==> src/rtl/counter_pkg.sv <==
// counter_pkg: overflow policy type and width limits shared by the up/down counter.
package counter_pkg;
  typedef enum logic {MODE_WRAP, MODE_SAT} mode_e;
  localparam int CNT_MIN_WIDTH = 2;
  localparam int CNT_MAX_WIDTH = 32;
endpackage

==> src/rtl/counter_prescaler.sv <==
// counter_prescaler: emits one tick every PRESCALE enabled cycles; restart discards progress.
module counter_prescaler #(
  parameter int PRESCALE = 1
) (
  input  logic clk,
  input  logic rst_l,
  input  logic en,
  input  logic restart,
  output logic tick
);
  logic [7:0] r_cnt;
  assign tick = en && (r_cnt == 8'(PRESCALE - 1));
  always_ff @(posedge clk)
    if (!rst_l || restart) r_cnt <= '0;
    else if (en) r_cnt <= tick ? '0 : r_cnt + 8'd1;
endmodule

==> src/rtl/updown_counter.sv <==
// updown_counter: wrap/saturate up/down counter with clear, clamped load and terminal-count flag.
// Define UPDOWN_COUNTER_PRESCALER_EN to gate count steps through counter_prescaler.
module updown_counter
  import counter_pkg::*;
#(
  parameter int               WIDTH    = 8,
  parameter logic [WIDTH-1:0] MAX_VAL  = {WIDTH{1'b1}},
  parameter mode_e            MODE     = MODE_WRAP,
  parameter int               PRESCALE = 1
) (
  input  logic             clk,
  input  logic             rst_l,
  input  logic             en,
  input  logic             up_dn,
  input  logic             clear,
  input  logic             load,
  input  logic [WIDTH-1:0] load_val,
  output logic [WIDTH-1:0] count,
  output logic             tc,
  output logic             wrap
);
  localparam bit SAT = (MODE == MODE_SAT);
  if (WIDTH < CNT_MIN_WIDTH || WIDTH > CNT_MAX_WIDTH || MAX_VAL == '0 ||
      PRESCALE < 1 || PRESCALE > 256) begin : g_bad_params
    $error("updown_counter: illegal parameter set");
  end
  logic [WIDTH-1:0] r_count;
  logic             r_wrap;
  logic             w_tick;
  logic             w_step;
  logic [WIDTH-1:0] w_next;
  logic [WIDTH-1:0] w_load;
`ifdef UPDOWN_COUNTER_PRESCALER_EN
  counter_prescaler #(.PRESCALE(PRESCALE)) u_prescaler (
    .clk     (clk),
    .rst_l   (rst_l),
    .en      (en),
    .restart (clear || load),
    .tick    (w_tick)
  );
`else
  assign w_tick = 1'b1;
`endif
  assign tc     = up_dn ? (r_count == MAX_VAL) : (r_count == '0);
  assign w_step = en && w_tick;
  // At the terminal value the step either wraps to the opposite end or holds.
  assign w_next = up_dn ? (tc ? (SAT ? MAX_VAL : '0) : r_count + WIDTH'(1))
                        : (tc ? (SAT ? '0 : MAX_VAL) : r_count - WIDTH'(1));
  assign w_load = (load_val > MAX_VAL) ? MAX_VAL : load_val;
  always_ff @(posedge clk)
    if (!rst_l) begin
      r_count <= '0;
      r_wrap  <= 1'b0;
    end else begin
      r_count <= clear ? '0 : load ? w_load : w_step ? w_next : r_count;
      r_wrap  <= !clear && !load && w_step && tc;
    end
  assign count = r_count;
  assign wrap  = r_wrap;
endmodule

==> config.mk <==
export PLATFORM = sky130hd
export DESIGN_NAME = updown_counter
export DESIGN_NICKNAME = d
export VERILOG_FILES = /design/src/rtl/counter_pkg.sv /design/src/rtl/counter_prescaler.sv /design/src/rtl/updown_counter.sv
export SDC_FILE = /design/constraint.sdc
export NUM_CORES = 1
export LEC_CHECK = 0
export ABC_AREA = 1
export CAP_MARGIN = 30
export CORE_MARGIN = 2
export CORE_UTILIZATION = 45
export CTS_BUF_LIST = sky130_fd_sc_hd__clkbuf_8
export CTS_CLUSTER_DIAMETER = 50
export DETAILED_ROUTE_END_ITERATION = 8
export PLACE_DENSITY_LB_ADDON = 0.2
export SLEW_MARGIN = 20
export SYNTH_ARGS = -nofsm -noshare
export SYNTH_HDL_FRONTEND = slang
export SYNTH_HIERARCHICAL = 1
export SYNTH_SLANG_ARGS = --single-unit
==> constraint.sdc <==
create_clock -name clk -period 1.4 [get_ports clk]
set_input_delay 0.14 -clock clk [delete_from_list [all_inputs] [get_ports clk]]
set_output_delay 0.14 -clock clk [all_outputs]
set_load 0.02 [all_outputs]
==> impl_metrics.json <==
{
  "status": "finished with violations",
  "failed_checks": "setup timing",
  "whs_ns": 0.4961,
  "cts_sinks": 9,
  "drive_above_1_share_pct": 49.47,
  "clockBufferDepth": 2,
  "yosys_warnings": 6,
  "fmax_mhz": 666.4,
  "die_w_um": 48.43,
  "final_common_cell": "buf_4",
  "r2r-start": "count[2]",
  "hold_path_class": "in -> reg",
  "cts.clk_slew.worst_paths_ns": 0.05,
  "tritoncts": "done",
  "drt_wl_total_mm": 3.796,
  "post-dp-hpwl_mm": 2.152,
  "root_buffer": "clkbuf_8",
  "path_max_fanout": 5,
  "hold_violations": 0,
  "path_delay_family": "simple AND/OR/NAND/NOR gates",
  "p_leak_nw": 0.7444,
  "dieArea_sq_um": 2345,
  "maxSlewHeadroom_pct": 79.18,
  "setup_tns_ns": -0.5348,
  "critPathBufInv": 1,
  "cp_slowest_cell": "dfxtp_4",
  "core_area_sq_um": 1902,
  "synth_nets": 147,
  "first_iter_violations": 37,
  "routabilityCongestion": 0.8527,
  "power_density_nw_per_um2": 678.0,
  "antenna_found_initial": 0,
  "cp-startpoint": "count[2]",
  "setup_violations": 9,
  "holdPathStages": 3,
  "worst_slack_ns": -0.1005,
  "grt_max_degree": 9,
  "ys_seq_elements": 9,
  "slew_viol_final": 0,
  "portBuffers": 23,
  "critPathKind": "reg -> reg",
  "drc": 0,
  "synth_area_leader_cell": "dfxtp_1",
  "gr-total-overflow": 0,
  "rsz0062_at_grt": "true",
  "via_per_inst": 5.507,
  "timing.final.crit_share_pct": 107.2,
  "ys_types": 24,
  "syn2layout_area_growth_pct": 78.31,
  "nets": 206,
  "end_kind": "flop",
  "netlist_top_cells_area": "dfxtp_1, nand2_1, o21ai_1, xor2_1, a22oi_1",
  "worst_clock_skew_ns": 0.002564,
  "drv_cap": 0,
  "vias": 1184,
  "grt_pass1_wl_mm": 5.692,
  "min_from": "load_val[0]",
  "worst_ep_required_time_ns": 1.52,
  "path_cells": "buf_4 -> nor2_2 -> nand2_1 -> xor2_1 -> o21ai_2 -> o21ai_1 -> nand2_1 -> o21ai_1",
  "fp-row-count": 16,
  "final_cell_mix": "buf_4, nand2_1, clkdlybuf4s50_1, inv_2, dlygate4sd2_1",
  "regToRegEndpoint": "count[3]",
  "yosysSeqAreaShare_pct": 20.28,
  "hold_buffers": 0,
  "grt_pass1_vias": 1176,
  "post-place-ws_ns": -0.4358,
  "ios": 24,
  "die_h_um": 48.43,
  "worstMarginPinSlew_ns": 0.3112,
  "n_antenna_cell": 0,
  "worstPathArrival_ns": 1.63,
  "fin_crit_ns": 1.501,
  "initial_core_util_pct": 46.71,
  "r2r_setup_slack_ns": -0.10,
  "postSynthAreaPerCell_sq_um": 6.833,
  "wl_per_cell_um": 17.66,
  "netlist_instances": 130,
  "clock_latency_ns": 0.24,
  "synth_top_area_share_pct": 20.28,
  "syn_area_sq_um": 888.4,
  "reg2regPathDepth": 8,
  "slowest_delay_ns": 0.36,
  "start_kind": "flop",
  "grt_usage_pct": 31.96,
  "htree_levels": 1,
  "numCtsBuffers": 3,
  "ir_drop_mv": 0.6127,
  "ant_nets": 0,
  "firstDrtPassIters": 4,
  "holdPathEnd": "count[0]"
}
[kinds of logic (layout without fill, tap and decap cells)]
kind of cell	Yosys count	in the layout	synth area share [%]
AO/OA/AOI/OAI	24	24	16.62
XOR/XNOR	9	9	8.874
adder cells (fa/ha/maj)	3	3	4.226
buffers and inverters	20	78	12.39
flip-flops	9	9	20.28
AND/OR/NAND/NOR	65	65	37.61
[cells in the mapped netlist (all sizes together)]
| cell | instances |
|---|---|
| nand2 | 40 |
| inv | 15 |
| o21ai | 14 |
| nor2 | 13 |
| dfxtp | 9 |
| nand3 | 9 |
| xor2 | 8 |
| a22oi | 6 |
| buf | 4 |
| a21oi | 3 |
| ha | 3 |
| nand4 | 2 |
| a31oi | 1 |
| clkbuf | 1 |
| nor3 | 1 |
| xnor2 | 1 |
[layer usage]
layer  track usage, %  up-vias  wire, um
met2            56.48       70      1881
li1                 -      536         -
met3            5.864       21       274
met5                0        -         0
met1            36.61      557      1404
met4            16.67        0       236
[tightest hold or removal path, cell delays in order]
cell and delay, ns:
clkdlybuf4s50_1 0.40, nand2_1 0.08, a31oi_1 0.07
[metrics by stage]
| stage | cells | utilization, % | cell area [sq um] | power [mW] |
|---|---|---|---|---|
| after floorplan | 130 | - | 907.1 | 0.4992 |
| after global placement | 205 | 70.86 | 1348 | 0.6416 |
| after detailed placement | 205 | 70.86 | 1348 | 0.6498 |
| after CTS | 214 | 79.34 | 1509 | 0.9981 |
| after global routing | 215 | 83.29 | 1584 | 1.114 |
| final | 215 | 83.29 | 1584 | 1.074 |
[worst max path at each step]
stage | end | slack, ns | cells past startpoint
6_report | count[3] | -0.10 | 8
5_1_grt | count[7] | -0.20 | 10
4_1_cts | count[1] | -0.08 | 10
3_5_place_dp | tc | -0.44 | 6
3_3_place_gp | tc | -0.36 | 7
2_1_floorplan | count[1] | 0.02 | 10
[registers in the layout, summed over array words and instances, names as in the netlist]
name and flops:
count 8, wrap 1
[timing repair]
item                                    4_1_cts  5_1_grt
pin swaps                                    12       10
setup buffers                                 5        1
resized for setup                            35       17
endpoints found under the setup margin       18       10
[area by class of cell]
type / instances / area, sq um
tap: 27 / 33.78
clock inverter: 1 / 3.754
inverter: 15 / 66.31
timing repair buffer: 59 / 504.2
fill: 117 / 317.8
clock buffer: 3 / 41.29
multi-input combinational: 101 / 740.7
sequential: 9 / 193.9
[power by group]
part           switching [mW]  internal [mW]  leakage, nW
logic                   0.255          0.215        0.641
clock network           0.127          0.193       0.0269
registers              0.0177          0.266       0.0765
total                   0.400          0.674        0.744
Power figures use the tool's default switching activity.
